--- config.mk ---
export PLATFORM = sky130hd
export DESIGN_NAME = fpu_divider
export DESIGN_NICKNAME = d
export VERILOG_FILES = /design/src/rtl/fpu_divider.sv
export SDC_FILE = /design/constraint.sdc
export NUM_CORES = 1
export LEC_CHECK = 0
export ABC_CLOCK_PERIOD_IN_PS = 4770
export CORE_ASPECT_RATIO = 1.25
export CORE_MARGIN = 2
export CORE_UTILIZATION = 51
export CTS_BUF_LIST = sky130_fd_sc_hd__clkbuf_4 sky130_fd_sc_hd__clkbuf_8
export CTS_CLUSTER_DIAMETER = 80
export DETAILED_ROUTE_END_ITERATION = 8
export GPL_ROUTABILITY_DRIVEN = 0
export PLACE_DENSITY = 0.76
export SLEW_MARGIN = 0
export SYNTH_ARGS = -nofsm -noshare
export SYNTH_HDL_FRONTEND = slang
export SYNTH_SLANG_ARGS = --single-unit
--- constraint.sdc ---
create_clock -name i_clk -period 4.77 [get_ports i_clk]
set_clock_uncertainty 0.05 [all_clocks]
set_input_delay 1.1925 -clock i_clk [delete_from_list [all_inputs] [get_ports i_clk]]
set_output_delay 1.1925 -clock i_clk [all_outputs]
set_load 0.03 [all_outputs]
--- src/rtl/fpu_divider.sv ---
// -----------------------------------------------------------------------------
// fpu_divider
//   IEEE-754 binary32 divider, o_data = i_data_a / i_data_b.
//   Radix-2 restoring core producing one quotient bit per clock, followed by
//   round-to-nearest-even. Fixed latency, one operation in flight.
//   Denormal inputs are flushed to zero. Results never come out subnormal:
//   underflow gives a signed zero.
//
// Ports
//   i_clk          clock, all state changes on the rising edge
//   i_rst          synchronous active-high reset
//   i_valid        request strobe, taken only while o_ready=1
//   i_data_a       dividend (binary32)
//   i_data_b       divisor  (binary32)
//   o_ready        core idle, a request can be accepted this cycle
//   o_data         quotient, held until the next o_valid
//   o_valid        one-cycle strobe: o_data / o_div_by_zero are new
//   o_div_by_zero  with o_valid: finite nonzero dividend over a zero divisor
// -----------------------------------------------------------------------------
module fpu_divider #(
  parameter int DATA_WIDTH = 32,
  parameter int ITER       = 26
) (
  input  logic                  i_clk,
  input  logic                  i_rst,
  input  logic                  i_valid,
  input  logic [DATA_WIDTH-1:0] i_data_a,
  input  logic [DATA_WIDTH-1:0] i_data_b,
  output logic                  o_ready,
  output logic [DATA_WIDTH-1:0] o_data,
  output logic                  o_valid,
  output logic                  o_div_by_zero
);

  localparam int CNT_W = $clog2(ITER);

  typedef enum logic [1:0] {
    S_IDLE,
    S_DIVIDE,
    S_ROUND,
    S_DONE
  } state_t;

  // ---------------------------------------------------------------------------
  // Operand classification (index 0 = dividend, 1 = divisor)
  // ---------------------------------------------------------------------------
  logic [31:0] w_op   [2];
  logic [7:0]  w_exp  [2];
  logic [22:0] w_frac [2];
  logic        w_zero [2];
  logic        w_inf  [2];
  logic        w_nan  [2];

  assign w_op[0] = i_data_a;
  assign w_op[1] = i_data_b;

  for (genvar gi = 0; gi < 2; gi++) begin : g_classify
    assign w_exp[gi]  = w_op[gi][30:23];
    assign w_frac[gi] = w_op[gi][22:0];
    // A zero exponent field is treated as zero whatever the fraction holds,
    // which is what flushes denormal inputs.
    assign w_zero[gi] = (w_exp[gi] == 8'h00);
    assign w_inf[gi]  = (w_exp[gi] == 8'hFF) && (w_frac[gi] == 23'd0);
    assign w_nan[gi]  = (w_exp[gi] == 8'hFF) && (w_frac[gi] != 23'd0);
  end

  logic w_sign;
  assign w_sign = i_data_a[31] ^ i_data_b[31];

  // Special-case result, decided at accept and carried through the pipeline
  // so specials emerge with the same latency as ordinary quotients.
  logic        w_special;
  logic        w_special_dbz;
  logic [31:0] w_special_data;

  always_comb begin
    w_special      = 1'b1;
    w_special_dbz  = 1'b0;
    w_special_data = 32'h7FC0_0000;
    if (w_nan[0] || w_nan[1] || (w_zero[0] && w_zero[1]) || (w_inf[0] && w_inf[1])) begin
      w_special_data = 32'h7FC0_0000;
    end else if (w_inf[0]) begin
      w_special_data = {w_sign, 8'hFF, 23'd0};
    end else if (w_zero[1]) begin
      w_special_data = {w_sign, 8'hFF, 23'd0};
      w_special_dbz  = 1'b1;
    end else if (w_zero[0] || w_inf[1]) begin
      w_special_data = {w_sign, 31'd0};
    end else begin
      w_special = 1'b0;
    end
  end

  // ---------------------------------------------------------------------------
  // Normal-path setup: pre-normalise so the quotient lands in [1,2)
  // ---------------------------------------------------------------------------
  logic [23:0]       w_ma;
  logic [23:0]       w_mb;
  logic              w_a_lt_b;
  logic signed [9:0] w_exp_init;
  logic [25:0]       w_rem_init;

  assign w_ma     = {1'b1, w_frac[0]};
  assign w_mb     = {1'b1, w_frac[1]};
  assign w_a_lt_b = (w_ma < w_mb);

  assign w_exp_init = $signed({2'b00, w_exp[0]}) - $signed({2'b00, w_exp[1]})
                    + 10'sd127 - (w_a_lt_b ? 10'sd1 : 10'sd0);
  assign w_rem_init = w_a_lt_b ? {1'b0, w_ma, 1'b0} : {2'b00, w_ma};

  // ---------------------------------------------------------------------------
  // Datapath registers
  // ---------------------------------------------------------------------------
  state_t            r_state;
  logic [CNT_W-1:0]  r_cnt;
  logic [25:0]       r_rem;
  logic [23:0]       r_mb;
  logic [25:0]       r_q;
  logic signed [9:0] r_exp;
  logic              r_sign;
  logic              r_special;
  logic              r_special_dbz;
  logic [31:0]       r_special_data;
  logic [23:0]       r_mant;

  // One restoring step. The partial remainder is always below 2*mb, so a
  // single compare/subtract yields each quotient bit.
  logic        w_ge;
  logic [25:0] w_rem_sub;

  assign w_ge      = (r_rem >= {2'b00, r_mb});
  assign w_rem_sub = w_ge ? (r_rem - {2'b00, r_mb}) : r_rem;

  // Round-to-nearest-even on q = {mant[23:0], guard, round}; whatever is left
  // in the remainder acts as the sticky bit.
  logic        w_guard;
  logic        w_round;
  logic        w_sticky;
  logic        w_inc;
  logic [24:0] w_mant_sum;

  assign w_guard    = r_q[1];
  assign w_round    = r_q[0];
  assign w_sticky   = (r_rem != 26'd0);
  assign w_inc      = w_guard & (w_round | w_sticky | r_q[2]);
  assign w_mant_sum = {1'b0, r_q[25:2]} + {24'd0, w_inc};

  // Final packing with overflow to infinity and underflow flushed to zero.
  logic [31:0] w_result;

  always_comb begin
    w_result = {r_sign, r_exp[7:0], r_mant[22:0]};
    if (r_special) begin
      w_result = r_special_data;
    end else if (r_exp >= 10'sd255) begin
      w_result = {r_sign, 8'hFF, 23'd0};
    end else if (r_exp <= 10'sd0) begin
      w_result = {r_sign, 31'd0};
    end
  end

  // ---------------------------------------------------------------------------
  // Control FSM with registered outputs
  // ---------------------------------------------------------------------------
  always_ff @(posedge i_clk) begin
    if (i_rst) begin
      r_state        <= S_IDLE;
      r_cnt          <= '0;
      r_rem          <= '0;
      r_mb           <= '0;
      r_q            <= '0;
      r_exp          <= '0;
      r_sign         <= 1'b0;
      r_special      <= 1'b0;
      r_special_dbz  <= 1'b0;
      r_special_data <= '0;
      r_mant         <= '0;
      o_ready        <= 1'b1;
      o_data         <= '0;
      o_valid        <= 1'b0;
      o_div_by_zero  <= 1'b0;
    end else begin
      o_valid <= 1'b0;
      case (r_state)
        S_IDLE: begin
          if (i_valid && o_ready) begin
            r_state        <= S_DIVIDE;
            r_cnt          <= '0;
            r_rem          <= w_rem_init;
            r_mb           <= w_mb;
            r_q            <= '0;
            r_exp          <= w_exp_init;
            r_sign         <= w_sign;
            r_special      <= w_special;
            r_special_dbz  <= w_special_dbz;
            r_special_data <= w_special_data;
            o_ready        <= 1'b0;
            o_div_by_zero  <= 1'b0;
          end
        end

        S_DIVIDE: begin
          r_q   <= {r_q[24:0], w_ge};
          r_rem <= w_rem_sub << 1;
          r_cnt <= r_cnt + 1'b1;
          if (r_cnt == CNT_W'(ITER - 1)) begin
            r_state <= S_ROUND;
          end
        end

        S_ROUND: begin
          // A carry out of the 24-bit significand means it rounded up to 2.0.
          if (w_mant_sum[24]) begin
            r_mant <= 24'h80_0000;
            r_exp  <= r_exp + 10'sd1;
          end else begin
            r_mant <= w_mant_sum[23:0];
          end
          r_state <= S_DONE;
        end

        S_DONE: begin
          o_data        <= w_result;
          o_div_by_zero <= r_special & r_special_dbz;
          o_valid       <= 1'b1;
          o_ready       <= 1'b1;
          r_state       <= S_IDLE;
        end

        default: begin
          r_state <= S_IDLE;
          o_ready <= 1'b1;
        end
      endcase
    end
  end

endmodule

# Yosys cells after proc, flatten, opt, wreduce, memory -nomap -nowiden
# Index checks and enable logic that the tools add are counted.
op_classes:
  n_addsub: 7
  magnitude_cmp: 4
  eq_ne: 9
  n_mux: 34
  bitwise_logic: 5
  n_reduce_logical: 27
ops:
  columns: ["cell", "count"]
  rows:
  - ["$mux 32", 5]
  - ["$pmux 26 s2", 2]
  - ["$mux 31", 2]
  - ["$mux 26", 2]
  - ["$mux 25", 2]
  - ["$logic_not 23->1", 2]
  - ["$reduce_bool 23->1", 2]
  - ["$ge 26x24->1", 1]
  - ["$reduce_bool 26->1", 1]
  - ["$add 24x1->25", 1]
  - ["$sub 25x24->25", 1]
  - ["$lt 24x24->1", 1]
  - ["$mux 23", 1]
  - ["$mux 10", 2]
  - ["$pmux 10 s2", 1]
  - ["$eq 8x8->1 const B", 2]
  - ["$logic_not 8->1", 2]
  - ["$add 10x2->10 const B", 1]
  - ["$add 9x8->10 const B", 1]
  - ["$ge 10x9->1 const B", 1]
  - ["$le 10x1->1 const B", 1]
  - ["$mux 1", 10]
  - ["$pmux 5 s2", 1]
  - ["$sub 10x2->10", 1]
  - ["other kinds (19)", 40]
word_totals:
  reg_bits: 186
  in_bits: 67

# Logic depth before layout (Yosys ltp)
depth:
  ltp_word: 7
  depth_mapped: 22

# Worst setup path before layout
# OpenSTA, ideal clock, no wires.
synth_path:
  path_kind: "input-to-reg"
  startpoint: "in i_data_b[6]"
  endpoint: "reg r_exp[7]"
  setup_time_ps: 132
  arrival_ps: 4651
  path_slack_ps: -63
  path_stages: 22
  n_path_buf: 3
  cell_sequence: "inv_1 > ha_1 > a21o_1 > a221oi_1 > o21a_1 > o21ai_1 > a31o_2 > buf_2 > buf_2 > buf_2 > ha_1 > ha_1 > inv_1 > fa_1 > nor2b_1 > o21ai_0 > nand2b_1 > a21o_1 > a21o_1 > or2_2 > a32oi_1 > a21oi_1"
synth_via:
  elab_chain_cells: 5
synth_rtl:
  columns: ["item", "line", "rtl"]
  rows:
  - ["from (decl)", "28", "input logic [DATA_WIDTH-1:0] i_data_b,"]
  - ["$lt 24x24->1", "105", "assign w_a_lt_b = (w_ma < w_mb);"]
  - ["$mux 1", "108", "+ 10'sd127 - (w_a_lt_b ? 10'sd1 : 10'sd0);"]
  - ["$sub 10x2->10", "108", null]
  - ["$mux 10", "186", "if (i_valid && o_ready) begin"]
  - ["$pmux 10 s2", "184", "case (r_state)"]
  - ["to (signal assigned)", "192", "r_exp <= w_exp_init;"]
  - ["to (signal assigned)", "215", "r_exp <= r_exp + 10'sd1;"]
  - ["to (decl)", "119", "logic signed [9:0] r_exp;"]
# Every way passes these cells. The select of a mux whose other input is x is not followed.
# A chain may end at the register's enable or synchronous reset.

# Worst setup path after layout
layout_path:
  startpoint: "in i_data_b[7]"
  endpoint: "reg r_exp[7]"
# Same word-level chain as after synthesis.

==> impl_results.md <==
* Clk network pwr share at 0.161
* Dpl ws at -0.269 ns
* Top-count cell post-synth: a21oi_1
* Syn_nets at 1418
* Maximum clock frequency at 217 MHz
* P_int at 3.26 mW
* Simple logic cell fraction of the synthesized area at 0.230
* Final setup fails at 0
* Syn Inst Count at 1276
* Row count at 57
* Power Dens Cells at 533 nW/µm²
* Post-CTS Setup Bufs at 0
* Clock sinks at 157
* Sequential share of power at 0.270
* Initial antenna violation count at 0
* GRT overflow at 0
* Slew of the pin with the lowest slew margin at 1.06 ns
* Worst vdd ir at 0.326 mV
* Asr flop ratio synth at 0
* Die Ht at 160 µm
* Worst-path fanout max at 2
* Sequential fraction of the synthesis area at 0.315
* Mapped Area at 9960 µm²
* Mux cell area share after synthesis at 0.0391
* Net Sw Frac at 0.480
* Nets at 1511
* Root buffer cell: clkbuf_8
* FF-to-FF Start: r_rem[0]
* CTS HTree Levels at 4
* Yosys top cell by area: dfxtp_1
* Startpoint Class: primary input
* Drt drc at 0
* Leading cell types by total area after synthesis: dfxtp_1 (32%), ha_1 (9.0%), a21oi_1 (8.4%)
* Die ar. at 20700 µm²
* Post-synth top area share at 0.315
* Outcome: finished clean
* DR WL met3 at 1190 µm
* Slew Viols, Final at 0
* Core ar. at 19300 µm²
* Final worst slack at 0.152 ns
* TNS Setup at 0 ns
* Number of global-route vias before repair at 9166
* Critical path endpoint: r_exp[7]
* Number of max-cap violations at 0
* Starting Density at 0.516
* Num CTS Buffers at 17
* Largest family of logic cells by synthesized area: simple AND/OR/NAND/NOR gates
* Synth Area in XOR/XNOR at 0.0440
* Yosys warns at 0
* Req. time, crit path at 5.05 ns
* Vias at 9490
* Synth-to-Final Area Change at 18.1%
* Post-Route WL at 26500 µm
* Routed WL per cell at 16.1 µm
* Hold Buf Count CTS at 0
* Critical Path Sink Type: flop
* Yosys reg bits at 157
* GRT Total Usage at 0.259
* Arrival @ worst endpoint at 4.90 ns
* Worst hold path type: reg -> reg
* Period minus WS final at 4.62 ns
* Post-synthesis compound-gate area fraction at 0.218
* CTS tree: built
* Met1 wire length at 11100 µm
* CTS clock-pin slew for the worst setup and hold paths at 0.10 ns
* Post-synth EDFFs at 0
* Pleak at 4.57 nW
* Via density at 5.76
* Reg2Reg Setup Slack at 1.30 ns
* Die W at 129 µm
* Worst-skew pair later-pin latency at 0.48 ns
* Synth Flop Type: dfxtp_1
* Reg2reg end: r_rem[25]
* Largest net degree at the start of global routing at 72
* Worst slew margin at 0.290
* Num ports at 102
* IO buf count at 101
* Clock Path Buffers at 2
* Post-CTS sizing at 0
* WS Path Type: in -> reg
* Dpl hpwl at 19100 µm
* Ant. Diodes at 0
* Final Hold Vio Count at 0
* Drt pass-1 iters at 6
* R2R depth at 12
* P_sw at 3.01 mW
* Final Cycle Share at 0.968
* Hold depth at 2
* Worst Setup SP: i_data_b[7]
* HP Start: r_mb[8]
* Met2 Wirelength at 13100 µm
* Comb power frac at 0.570
* Cell variety after synth at 70
* Routed Antenna Nets at 0
* Topmost layer with routed signal wires: met4
* Avg Inst Size Synth at 7.81 µm²
* Share of layout cells above drive strength 1 at 0.0789
* Post-synth top cells: a21oi_1 (167), dfxtp_1 (157), nand2_1 (133), nor2_1 (82), nand3_1 (76)
* Adder-cell area share of the yosys netlist at 0.0964
* Starting DRT DRC Count at 502
* First-pass GRT wire length at 43800 µm
[layer usage]
metal	global-route usage	vias up
met5	0	-
met4	0.129	0
met3	0.0509	77
met2	0.447	236
met1	0.303	4472
li1	-	4705
[cells by family (layout without fill, tap and decap cells)]
family                   after synthesis  count (layout)
multiplexers                          37              37
buffers and inverters                147             253
XOR/XNOR                              50              50
AND/OR/NAND/NOR                      461             461
AO/OA/AOI/OAI                        349             349
flip-flops                           157             157
adder cells (fa/ha/maj)               75              75
[power by group through the flow]
stage / logic (mW) / registers [mW] / clock network (mW)
after CTS: 3.54 / 1.68 / 1.02
after global placement: 3.47 / 1.71 / 0
after floorplan: 2.71 / 1.68 / 0
final: 3.57 / 1.69 / 1.01
after detailed placement: 3.52 / 1.71 / 0
after global routing: 3.94 / 1.72 / 1.08
[per-stage QoR]
| stage | power, mW | hold WS, ns | area (µm²) | utilization | cells |
|---|---|---|---|---|---|
| 2_1_floorplan | 4.40 | 0.382 | 9980 | - | 1276 |
| 3_3_place_gp | 5.18 | 0.389 | 11400 | 0.588 | 1615 |
| 3_5_place_dp | 5.24 | 0.399 | 11400 | 0.588 | 1615 |
| 4_1_cts | 6.25 | 0.413 | 11800 | 0.608 | 1647 |
| 5_1_grt | 6.73 | 0.429 | 11800 | 0.609 | 1647 |
| 6_report | 6.27 | 0.414 | 11800 | 0.609 | 1647 |
[worst max-delay path, cell delays in order]
cell             delay, ns
clkdlybuf4s50_1       0.49
inv_1                 0.05
ha_1                  0.31
and3_1                0.24
a221oi_2              0.27
o21a_1                0.17
o21ai_1               0.09
a31o_2                0.28
ha_1                  0.21
ha_1                  0.19
inv_1                 0.07
fa_2                  0.20
nor2b_1               0.05
o21ai_1               0.11
nand2b_1              0.08
a21o_1                0.18
a21o_1                0.18
or2_2                 0.27
a32oi_1               0.19
a21oi_1               0.08
[registers in the layout (all words and copies together), names as in the netlist]
name            count
o_data             32
o_div_by_zero       1
o_ready             1
o_valid             1
r_cnt               5
r_exp              10
r_mant             23
r_mb               24
r_q                26
r_rem              26
r_sign              1
r_special           1
r_special_data      3
r_special_dbz       1
r_state             2
[cell usage in the layout (no fill, tap or decap), types with 7 or more instances in the layout]
cell,Yosys,routed
a21oi_1,167,167
dfxtp_1,157,157
nand2_1,133,133
clkdlybuf4s50_1,0,100
nor2_1,82,82
nand3_1,76,76
inv_1,75,75
ha_1,72,70
o21ai_0,50,49
buf_4,0,44
nor2b_1,38,38
nand2b_1,30,30
xnor2_1,27,27
a21o_1,26,26
nor3_1,24,24
xor2_1,23,23
mux2i_1,22,22
nor4_1,19,19
nand4_1,17,17
a211oi_1,17,17
clkbuf_8,0,17
mux2_2,13,13
a31o_1,11,11
a31oi_1,9,9
and3_1,8,8
nor3b_1,8,8
inv_8,0,8
o21ai_1,7,7
o211ai_1,7,7
[how the worst min path moves through the flow]
stage	end	slack, ns
2_1_floorplan	r_q[25]	0.38
3_3_place_gp	r_q[25]	0.39
3_5_place_dp	r_sign	0.40
4_1_cts	r_sign	0.41
5_1_grt	r_mb[20]	0.43
6_report	r_mb[8]	0.41
[layout make-up]
cell class	instances	area, µm²
Timing Repair Buffer	144	1330
Fill cell	1731	7560
Tap cell	265	332
Clock buffer	17	234
Inverter	77	289
Sequential cell	157	3140
Clock inverter	15	165
Multi-Input combinational cell	972	6270
(Power assumes the default switching activity.)
==> edit 1 (same flow settings) <==
Reset style: asynchronous (`i_rst`), changed in one clocked block. Comments in the files are not updated.
--- a/src/rtl/fpu_divider.sv
+++ b/src/rtl/fpu_divider.sv
@@ -164,3 +164,3 @@
   // ---------------------------------------------------------------------------
-  always_ff @(posedge i_clk) begin
+  always_ff @(posedge i_clk or posedge i_rst) begin
     if (i_rst) begin
Formal check against the unedited RTL: differs if i_rst is asserted again (counterexample within 4 cycles, from zero or initial values and one cycle with i_rst high); with i_rst held inactive, the same outputs for 10 cycles.
==> edit 1 against the unedited design <==
  * Synthesized cell count decreased by 12%
  * Design area increased by 2.3%
  * Sequential cell count is the same
  * First-iteration DRC count rose by 35%
  * Count of clock-buffer cells in the layout is the same
  * Routed wire length decreased by 5.4%
  * Hold slack got worse by 0.0051 ns
  * Clock power is 7% higher
  * Area after synthesis hardly changed
  * Die area hardly changed
  * Setup slack worse by 0.066 ns
  * Critical path type unchanged
  * Total power increased by 16%
==> edit 1: results (changes against the unedited design) <==
Worst Setup EP r_exp[9]; RR Startpoint r_rem[21]; sequential cell area 3930 um2 (+25%); CP arrival 5.05 ns (+0.15 ns); Netlist cell types 73 (+4.3%); met2 Usage GRT 0.443 (-0.00385); Net Switching 3.39 mW (+12%); final-layout clock-cell area share 0.0353 (+0.00140); hpwl dp 18200 um (-4.7%); clock network fraction of total power 0.148 (-0.013); via count 8796 (-7.3%); hold_sp r_mb[23]; status finished clean; vias per cell 5.72 (-0.81%); share of cells above drive strength 1 0.105 (+0.0263); WHS Endpoint r_mb[23]; First-pass DRT Iterations 5 (-1); vias in the first global route 8713 (-4.9%); async set or reset register ratio after synthesis 1.00 (+1.00); R2R depth 8 (-4); fill cell count 1647 (-4.9%); dpl cells 1507 (-6.7%); Multi-input comb cells 796 (-18%); Gate power share 0.559 (-0.011); non-clock buffer share of cell area 0.122 (+0.00925); drt first-iter violations 680 (+35%); Reg-to-Reg End r_rem[13]; Total Nets Final 1403 (-7.1%); post-synthesis net count 1268 (-11%); syn avg cell area 8.86 um2 (+13%); Lkg Pwr 5.33 nW (+17%); slew margin rel. 0.291 (+0.000771); GRT met1 Usage 0.302 (-0.000862); fraction of area in multi-input gates 0.448 (-0.0849); Synth top cells by count dfrtp_1, inv_1, nand2_1; sequential share of the synthesized area 0.394 (+0.0787); Non-clk invs 128 (+66%); DR WL met3 1400 um (+18%); Avg WL per Cell 16.3 um (+1.2%); peak supply drop 0.309 mV (-5.2%); Power Clock 1.08 mW (+7%); largest net degree at the start of global routing 158 (+120%); Met1 Routed Length 10100 um (-8.4%)
==> edit 1: changes by cell type after synthesis, sizes merged, moves of 26 or more <==
cell and delta:
o21ai +35, nor2b -33, dfrtp +156, inv +53, a21oi -96, dfxtp -157
nand2b -26, o22ai +34, nand3 -51
==> edit 1: per-stage QoR <==
| stage | setup WS [ns] | instance area [um2] | util | hold WS (ns) | setup TNS, ns |
|---|---|---|---|---|---|
| 2_1_floorplan | 0.159 | 9970 | - | 0.368 | 0 |
| 3_3_place_gp | -0.297 | 11600 | 0.599 | 0.382 | -0.780 |
| 3_5_place_dp | -0.466 | 11600 | 0.599 | 0.392 | -1.12 |
| 4_1_cts | 0.0263 | 12000 | 0.621 | 0.413 | 0 |
| 5_1_grt | -0.0872 | 12000 | 0.623 | 0.437 | -0.162 |
| 6_report | 0.0867 | 12000 | 0.623 | 0.409 | 0 |
==> edit 1: what timing repair did <==
action / in CTS / in global routing
setup endpoints to repair: 0 / 3
gates resized for setup: 0 / 7
hold buffers: 0 / 0
==> edit 1: cells by family after synthesis <==
logic type / after synthesis / share of synthesized area
AO/OA/AOI/OAI: 317 / 0.203
XOR/XNOR: 53 / 0.0466
adder cells (fa/ha/maj): 75 / 0.0964
buffers and inverters: 173 / 0.0693
flip-flops: 157 / 0.394
multiplexers: 39 / 0.0444
AND/OR/NAND/NOR: 312 / 0.146
==> edit 1: critical path: stages <==
cell	delay (ns)
clkdlybuf4s50_1	0.48
inv_1	0.05
ha_1	0.29
a21o_1	0.18
a211o_1	0.33
a2111oi_4	0.28
o31a_1	0.27
o31ai_4	0.11
ha_1	0.22
ha_1	0.20
inv_1	0.07
fa_1	0.18
nor2b_1	0.07
o21ai_1	0.12
nand2_1	0.08
a21o_1	0.18
a21o_1	0.21
a2111oi_4	0.35
a221o_1	0.16
==> edit 2 (config.mk and constraints unchanged) <==
Made on the original files. Compare `r_cnt` against `CNT_W'(ITER - 1)` with >= in place of ==.
--- a/src/rtl/fpu_divider.sv
+++ b/src/rtl/fpu_divider.sv
@@ -205,3 +205,3 @@
           r_cnt <= r_cnt + 1'b1;
-          if (r_cnt == CNT_W'(ITER - 1)) begin
+          if (r_cnt >= CNT_W'(ITER - 1)) begin
             r_state <= S_ROUND;
Check against the original RTL: same outputs for any inputs over 4 cycles, from zero or initial values and one cycle with i_rst high; that may be too few to reach the edited logic, so the function may still have changed.
==> edit 2 against the unedited design <==
  * Routed wire length up 12%
  * Area after synthesis up 1.3%
  * Utilization is 0.74 points higher
  * Sequential share of layout area decreased by 0.42 points
  * Total power grew 20%
  * Setup slack better by 0.045 ns
  * Design area is 1.6% higher
  * Sequential cell count did not move
  * Critical path type unchanged
  * Largest cell class unchanged
  * Highest routed layer unchanged
==> edit 2: results (changes against the unedited design) <==
status finished clean; Met1 Routed Length 12300 um (+11%); R2R depth 13 (+1); DR WL met3 1850 um (+56%); highest routed metal layer met4; met3 usage 0.0643 (+0.0133); clock buffer depth 2 (unchanged); vias per cell 5.93 (+3.0%); dpl cell area 11600 um2 (+1.7%); Netlist cell types 73 (+4.3%); fill cell count 1739 (+0.46%); biggest regs o_data: 32 flops, r_q: 26 flops, r_rem: 26 flops; Total GRT Usage 0.281 (+0.0217); First-pass DRT Iterations 5 (-1); GRT met1 Usage 0.336 (+0.0336); CTS Buf Count 17 (unchanged); met2 WL 13700 um (+4.4%); drt first-iter violations 772 (+54%); crit path from i_data_b[11]; slew margin rel. 0.324 (+0.0337); Synth area leaders dfxtp_1, ha_1, a21oi_1; met2 Usage GRT 0.457 (+0.00936); Inserted Diodes 0 (unchanged); first-pass GRT wire length 47000 um (+7.1%); Avg WL per Cell 17.9 um (+11%); Setup Buffers After CTS 0 (unchanged); dpl cells 1616 (+0.062%); Synth top cells by count dfxtp_1, nand2_1, a21oi_1; post-synthesis net count 1411 (-0.49%); Total Nets Final 1514 (+0.20%); number of H-tree levels 4 (unchanged); hold_sp r_mb[3]; Root Driver clkbuf_8; r2r setup slk 0.99 ns (-0.31 ns); RR Startpoint r_rem[0]; CP arrival 4.85 ns (-0.05 ns); vias in the first global route 9368 (+2.2%); Lkg Pwr 4.72 nW (+3.1%); largest net degree at the start of global routing 95 (+32%); async set or reset register ratio after synthesis 0 (unchanged); peak supply drop 0.396 mV (+22%); hpwl dp 21400 um (+12%); HP Class reg2reg; later-pin clock latency in the skew report 0.47 ns; via count 9792 (+3.2%); Cells after Synth 1269 (-0.55%); sequential share of the synthesized area 0.311 (-0.00399); max incr delay on CP 0.48 ns; Reg-to-Reg End r_rem[17]; synth warn 0 (unchanged); CP max FO 3 (+1); Clk pin slew, worst setup/hold paths 0.09 ns; share of cells above drive strength 1 0.103 (+0.0237); delay-heaviest family, CP compound AO/OA/AOI/OAI gates
==> edit 2: worst register-to-register path, stage by stage, from the launching register on <==
cell	delay, ns
dfxtp_1	0.39
inv_1	0.08
ha_1	0.24
fa_1	0.39
nand2b_1	0.19
a21o_1	0.24
a2111o_1	0.45
and3_4	0.18
a31oi_4	0.16
buf_4	0.24
o21a_1	0.40
buf_4	0.28
mux2i_1	0.26
a211oi_1	0.10
==> edit 2: cell type report <==
class / instances / share of cell area
repair buffers: 165 / 0.125
multi-input cells: 952 / 0.529
well taps: 265 / 0.0277
flip-flops and latches: 157 / 0.263
clock inverters: 13 / 0.0100
inverters: 79 / 0.0248
clock buffers: 19 / 0.0214
==> edit 2: metrics by stage <==
step / util / setup TNS (ns) / worst slack, ns
floorplan: - / 0 / 0.152
global route: 0.616 / -0.0463 / -0.0269
global placement: 0.596 / -0.466 / -0.196
finish: 0.616 / 0 / 0.198
CTS: 0.615 / 0 / 0.159
detailed placement: 0.596 / -1.04 / -0.304
==> edit 2: cell families after synthesis <==
kind of cell,Yosys count,synth area share
AND/OR/NAND/NOR,450,0.222
AO/OA/AOI/OAI,342,0.226
buffers and inverters,160,0.0652
flip-flops,157,0.311
adder cells (fa/ha/maj),75,0.0952
XOR/XNOR,53,0.0460
multiplexers,32,0.0340
==> edit 2: power by group <==
part | leakage, nW | switching, mW | internal, mW
Combinational | 3.25 | 2.90 | 1.82
Clock | 0.192 | 0.577 | 0.403
Sequential | 1.27 | 0.260 | 1.55
Total | 4.72 | 3.73 | 3.78
==> edit 2: worst min path at each step <==
stage,end,slack (ns),cells after the start
after global placement,r_sign,0.39,2
after global routing,r_mb[4],0.42,2
after CTS,r_mb[3],0.41,2
after floorplan,r_mant[17],0.38,2
after detailed placement,r_mant[17],0.40,2
final,r_mb[3],0.41,2
